### src/rtl/sudoku_pkg.sv
// Shared types and constants for the Sudoku group sweeper and its cell mux.
package sudoku_pkg;

    localparam int DIGIT_W = 9;
    localparam logic [DIGIT_W-1:0] ALL_DIGITS = 9'h1FF;

    localparam logic CELL_ADDR_VALUE = 1'b0;
    localparam logic CELL_ADDR_VALID = 1'b1;

    typedef enum logic [1:0] {
        IDLE = 2'd0,
        SCAN = 2'd1,
        ELIM = 2'd2,
        DONE = 2'd3
    } sweep_state_t;

endpackage

### src/rtl/sudoku_onehot_check.sv
// Combinational zero / one-hot classifier for a 9-bit digit mask.
module sudoku_onehot_check
    import sudoku_pkg::*;
(
    input  logic [DIGIT_W-1:0] value,
    output logic               is_zero,
    output logic               is_onehot
);

    assign is_zero   = (value == '0);
    assign is_onehot = !is_zero && ((value & (value - DIGIT_W'(1))) == '0);

endmodule

### src/rtl/sudoku_group_sweeper.sv
// Sweeps one Sudoku group: scan solved values, then write the complement mask to every cell.
// Optional feature macro: SUDOKU_SWEEP_CHANGED_EN enables the `changed` progress flag.
module sudoku_group_sweeper
    import sudoku_pkg::*;
#(
    parameter int N_CELLS = 9,
    parameter int SEL_W   = 4
) (
    input  logic               clk,
    input  logic               reset,
    input  logic               start,
    output logic               busy,
    output logic               done,
    output logic               conflict,
    output logic               changed,
    output logic [SEL_W-1:0]   cell_sel,
    output logic               cell_address,
    output logic               cell_we,
    output logic [DIGIT_W-1:0] cell_wdata,
    input  logic [DIGIT_W-1:0] cell_rdata
);

    sweep_state_t       state, state_nxt;
    logic [DIGIT_W-1:0] seen;
    logic               last_cell;
    logic               rd_zero, rd_onehot;
    logic               scan_conflict;

    sudoku_onehot_check u_check (
        .value     (cell_rdata),
        .is_zero   (rd_zero),
        .is_onehot (rd_onehot)
    );

    assign last_cell     = (cell_sel == SEL_W'(N_CELLS - 1));
    assign scan_conflict = (!rd_zero && !rd_onehot) || ((cell_rdata & seen) != '0);

    always_ff @(posedge clk) begin
        if (reset) state <= IDLE;
        else       state <= state_nxt;
    end

    always_comb begin
        state_nxt = state;
        case (state)
            IDLE: if (start) state_nxt = SCAN;
            // Conflict from the final cell must be folded in here, not read from the flag.
            SCAN: if (last_cell) state_nxt = (conflict || scan_conflict) ? DONE : ELIM;
            ELIM: if (last_cell) state_nxt = DONE;
            DONE: state_nxt = IDLE;
            default: state_nxt = IDLE;
        endcase
    end

    always_ff @(posedge clk) begin
        if (reset) begin
            seen     <= '0;
            conflict <= 1'b0;
            cell_sel <= '0;
        end else begin
            case (state)
                IDLE: if (start) begin
                    seen     <= '0;
                    conflict <= 1'b0;
                    cell_sel <= '0;
                end
                SCAN: begin
                    seen <= seen | cell_rdata;
                    if (scan_conflict) conflict <= 1'b1;
                    cell_sel <= last_cell ? '0 : cell_sel + SEL_W'(1);
                end
                ELIM: cell_sel <= last_cell ? '0 : cell_sel + SEL_W'(1);
                default: ;
            endcase
        end
    end

`ifdef SUDOKU_SWEEP_CHANGED_EN
    // Read data during ELIM is the candidate mask before this cycle's write lands.
    always_ff @(posedge clk) begin
        if (reset)                          changed <= 1'b0;
        else if (state == IDLE && start)    changed <= 1'b0;
        else if (state == ELIM && ((cell_rdata & seen) != '0)) changed <= 1'b1;
    end
`else
    assign changed = 1'b0;
`endif

    assign busy         = (state == SCAN) || (state == ELIM);
    assign done         = (state == DONE);
    assign cell_we      = (state == ELIM);
    assign cell_address = (state == ELIM) ? CELL_ADDR_VALID : CELL_ADDR_VALUE;
    assign cell_wdata   = (state == ELIM) ? (ALL_DIGITS & ~seen) : '0;

endmodule

### config.mk
export PLATFORM = sky130hd
export DESIGN_NAME = sudoku_group_sweeper
export DESIGN_NICKNAME = d
export VERILOG_FILES = /design/src/rtl/sudoku_pkg.sv /design/src/rtl/sudoku_onehot_check.sv /design/src/rtl/sudoku_group_sweeper.sv
export SDC_FILE = /design/constraint.sdc
export NUM_CORES = 1
export LEC_CHECK = 0
export ABC_AREA = 1
export ABC_CLOCK_PERIOD_IN_PS = 3100
export CAP_MARGIN = 0
export CORE_ASPECT_RATIO = 0.8
export CORE_MARGIN = 3
export CORE_UTILIZATION = 30
export CTS_CLUSTER_DIAMETER = 200
export DETAILED_ROUTE_END_ITERATION = 8
export HOLD_SLACK_MARGIN = 0.08
export PLACE_DENSITY = 0.55
export SYNTH_ARGS = -nofsm -noshare
export SYNTH_HDL_FRONTEND = slang
export SYNTH_HIERARCHICAL = 1
export SYNTH_SLANG_ARGS = --single-unit
### constraint.sdc
create_clock -name clk -period 3.1 [get_ports clk]
set_clock_uncertainty 0.15 [all_clocks]
set_input_delay 0.31 -clock clk [delete_from_list [all_inputs] [get_ports clk]]
set_output_delay 0.31 -clock clk [all_outputs]
set_load 0.05 [all_outputs]
======== Word-level counts from Yosys, hierarchy flattened ========
Index checks and enable logic that the tools add are counted.
Widths: inputs -> output; s select.
storage, ports and cells
  input bits .............................. 12
  register bits ........................... 16
  word-level logic and storage cells ...... 51
  output and inout port bits .............. 19
operators by class
  eq/ne operators ......................... 8
  add/subtract/negate cells ............... 2
  bitwise logic cells ..................... 4
  reduce and logical (&&, ||, !) cells .... 18
  mux-type cells .......................... 15
operators by type and width
  cell                 number
  $and 9x9->9          2
  $logic_not 9->1      2
  $mux 9               2
  $pmux 9 s2           1
  $not 9->9            1
  $or 9x9->9           1
  $reduce_bool 9->1    1
  $sub 9x1->9 const B  1
  $mux 4               2
  $pmux 2 s4           1
  $pmux 4 s2           1
  $mux 2               3
  $ne 2x2->1 const B   3
  $reduce_and 3->1     2
  $add 4x1->4 const B  1
  $eq 2x2->1 const B   2
  $eq 4x4->1 const B   1
  $mux 1               4
  $reduce_and 2->1     2
  $reduce_bool 2->1    2
  $logic_or 1x1->1     3
  $eq 2x1->1 const B   1
  $logic_and 1x1->1    2
  $logic_not 1->1      2
  4 further kinds      4

======== Depth between registers and ports, before layout ========
  depth in word-level cells ............... 11
  mapped depth ............................ 14
  gate-level depth less buffers ........... 14

======== Modules after synthesis ========
Netlist, hierarchy kept.
modules (own cells, without submodules)
  module                area each (um^2)  instances  seq. area each (um^2)  cells each
  sudoku_group_sweeper  849.6             1          320.3                  116
  sudoku_onehot_check   148.9             1          0.0                    35

======== Worst setup path before layout ========
No wires, ideal clock.
  kind .................................... register to output
  from .................................... reg state[0]
  to ...................................... out cell_wdata[0]
  required time ........................... 2,640 ps
  stages on the path, launching flop included .. 5
  setup slack ............................. 899 ps
  arrival time ............................ 1,741 ps
  path through ............................ dfxtp_1 > inv_1 > ha_1 > inv_2 > nor2_1
on the way
  cells in the longest elaborated chain, start to end .. 2
RTL lines
  element                 line                        source
  start, declared         sudoku_group_sweeper.sv:23  sweep_state_t state, state_nxt;
  start signal, assigned  sudoku_group_sweeper.sv:40  else state <= state_nxt;
  $eq 2x2->1              sudoku_group_sweeper.sv:93  assign cell_wdata = (state == ELIM) ? (ALL_DIGITS & ~seen) : '0;
  $mux 9                  sudoku_group_sweeper.sv:93
  end, declared           sudoku_group_sweeper.sv:19  output logic [DIGIT_W-1:0] cell_wdata,
No other way between the ends.

======== Final worst setup path ========
  from .................................... reg state[0]
  to ...................................... out cell_wdata[7]
Same word-level chain as after synthesis.

==> flow_metrics.env <==
export IMPL_clkLatencyLatePin_ns=0.25
export IMPL_synth_top_area_frac=0.321
export IMPL_hpwl_um=1930
export IMPL_synth_nets=169
export IMPL_fin_ws_ns=0.676
export IMPL_grt_total_usage=0.122
export IMPL_ctsHoldBuffers=0
export IMPL_syn_inst=151
export IMPL_clkTransAtPathRegs_ns=0.06
export IMPL_end_kind="output pin"
export IMPL_sw_frac_of_total=0.514
export IMPL_synth_top_family_by_area="simple AND/OR/NAND/NOR gates"
export IMPL_cts_sinks=16
export IMPL_start_util=0.319
export IMPL_final_util=0.432
export IMPL_die_h_um=57.6
export IMPL_pwr_density_cell_mw_per_mm2=910
export IMPL_finalInstanceArea_mm2=0.00135
export IMPL_max_freq_ghz=0.413
export IMPL_synth_avg_cell_area_um2=6.61
export IMPL_synth_seq_cells=16
export IMPL_max_cap_viol_count=0
export IMPL_crit_type="reg2out"
export IMPL_drtIter0Drc=36
export IMPL_antenna_cells=0
export IMPL_synth_common_cells="31 x nand2_1, 31 x nor2_1, 17 x a21oi_1, 17 x inv_1, 16 x dfxtp_1"
export IMPL_hold_class="reg2reg"
export IMPL_synth_largest_area_cell="dfxtp_1"
export IMPL_tritoncts="done"
export IMPL_synth_compound_area_frac=0.170
export IMPL_coreArea_mm2=0.00313
export IMPL_gr_total_overflow=0
export IMPL_clock_path_buffers=2
export IMPL_grt_pass1_vias=903
export IMPL_timing_rr_start="state[0]"
export IMPL_synth_area_top_cells="dfxtp_1 32%, nand2_1 12%, nor2_1 12%"
export IMPL_gp_congestion=0.824
export IMPL_synthXorXnorAreaFrac=0
export IMPL_ant_nets=0
export IMPL_die_width_um=70.5
export IMPL_rows=18
export IMPL_num_io_pins=31
export IMPL_required_ns=2.64
export IMPL_root_buffer="clkbuf_8"
export IMPL_async_flop_share=0
export IMPL_portBuffers=29
export IMPL_ys_warn_count=6
export IMPL_dpl_cell_area_mm2=0.00131
export IMPL_hold_depth=2
export IMPL_post_place_ws_ns=0.875
export IMPL_drc=0
export IMPL_reg2reg_slack_ns=1.19
export IMPL_p_sw_uw=633
export IMPL_setup_violations_final=0
export IMPL_dieArea_mm2=0.00406
export IMPL_vdd_ir_drop_worst_uv=465
export IMPL_dr_pass1_iters=4
export IMPL_status="complete, no violations"
export IMPL_internal_power_uw=599
export IMPL_leakagePower_uw=0.000591
export IMPL_clkPwrFrac=0.124
export IMPL_synth_adder_area_share=0.0752
export IMPL_nets=200
export IMPL_area_growth_pct=35.6
export IMPL_postCtsSetupRepairBufs=0
export IMPL_drive_gt1_frac=0.0889
export IMPL_synthMuxAreaShare=0
export IMPL_hold_end="seen[5]"
export IMPL_synth_ff_type="dfxtp_1"
export IMPL_hold_violations=0
export IMPL_vias=971
export IMPL_synth_area_um2=998
export IMPL_tns_ns=0
export IMPL_crit_arrival_ns=1.96
export IMPL_crit_path_max_fanout=10
export IMPL_min_period_ns=2.42
export IMPL_fin_crit_sh=0.782
export IMPL_reg2reg_depth=8
export IMPL_cts_buffers=3
export IMPL_timing_rr_end="seen[0]"
export IMPL_rsz0062_at_grt="false"
export IMPL_wl_per_cell_um=10.8
export IMPL_start_kind="flip-flop"
export IMPL_yosysUniqueCellTypes=25
export IMPL_slew_headroom=0.637
export IMPL_cts_htree_levels=1
export IMPL_grt_max_degree=12
export IMPL_pwr_share_comb=0.620
export IMPL_ys_seq_area_frac=0.321
export IMPL_min_from="seen[5]"
export IMPL_sequentialPowerShare=0.256
export IMPL_routed_via_density=4.41
export IMPL_drt_total_wl_um=2370
export IMPL_grt_pass1_wl_um=4020
export IMPL_worst_pin_slew_ns=0.545
export IMPL_slew_viol_final=0
export IMPL_cts_resized=0
export IMPL_antenna_found_initial=0
export IMPL_synth_edf_count=0
export IMPL_synth_simple_gate_area_frac=0.328
## metrics by stage
stage | std cells | total power (µW) | hold WS (ns)
after floorplan | 151 | 884 | 0.229
after global placement | 217 | 1080 | 0.341
after detailed placement | 217 | 1090 | 0.353
after CTS | 220 | 1250 | 0.370
after global routing | 220 | 1330 | 0.398
final | 220 | 1230 | 0.363
## cell families (layout without fill, tap and decap cells)
group,Yosys count,after routing
other cells,1,1
buf+inv,23,52
fa+ha+maj,6,6
compound gates,28,28
simple gates,77,77
flops,16,16
## metal layers
layer | up-vias | global-route usage | part of all wire
li1 | 532 | - | -
met1 | 410 | 0.169 | 0.50
met2 | 27 | 0.191 | 0.44
met3 | 2 | 0.0299 | 0.052
met4 | 0 | 0.0328 | 0.0097
met5 | - | 0 | 0
## flip-flops by register name, indices dropped and copies added (netlist names)
name	flops
conflict	1
seen	9
state	2
cell_sel	4
## critical path: stages (launching register included)
cell             delay [ns]
dfxtp_1                0.35
inv_1                  0.09
ha_1                   0.21
inv_2                  0.11
nor2_1                 0.13
clkdlybuf4s50_1        0.82
## cell type report
class                           instances  area, µm²
Clock buffer                            3       41.3
Tap cell                               40       50.0
Timing Repair Buffer                   29        290
Multi-Input combinational cell        112        577
Inverter                               20       75.1
Fill cell                             320       1780
Sequential cell                        16        320
## how the worst max path moves through the flow
stage	to	startpoint	depth (start not counted)	slack, ns
floorplan	cell_wdata[0]	state[0]	4	0.90
global placement	state[0]	cell_rdata[0]	15	0.89
detailed placement	state[0]	cell_rdata[4]	12	0.88
CTS	cell_wdata[7]	state[0]	5	0.64
global route	cell_wdata[7]	state[0]	5	0.53
finish	cell_wdata[7]	state[0]	5	0.68
## cell usage in the layout (no fill, tap or decap), types with 2 or more instances in the layout
| cell type | instances |
|---|---|
| clkbuf_8 | 3 |
| a21oi_1 | 17 |
| a21oi_2 | 3 |
| o21ai_0 | 4 |
| nand2_1 | 31 |
| ha_1 | 6 |
| inv_1 | 17 |
| inv_2 | 3 |
| nor2_1 | 31 |
| nor2_2 | 2 |
| nand3_1 | 5 |
| clkdlybuf4s50_1 | 29 |
| nor3_1 | 2 |
| dfxtp_1 | 16 |
## power groups by stage
stage / Sequential (µW) / Clock (µW) / Combinational (µW)
2_1_floorplan: 344 / 0 / 541
3_3_place_gp: 318 / 0 / 761
3_5_place_dp: 320 / 0 / 769
4_1_cts: 315 / 159 / 773
5_1_grt: 327 / 171 / 833
6_report: 315 / 152 / 764
Power figures use the tool's default switching activity.
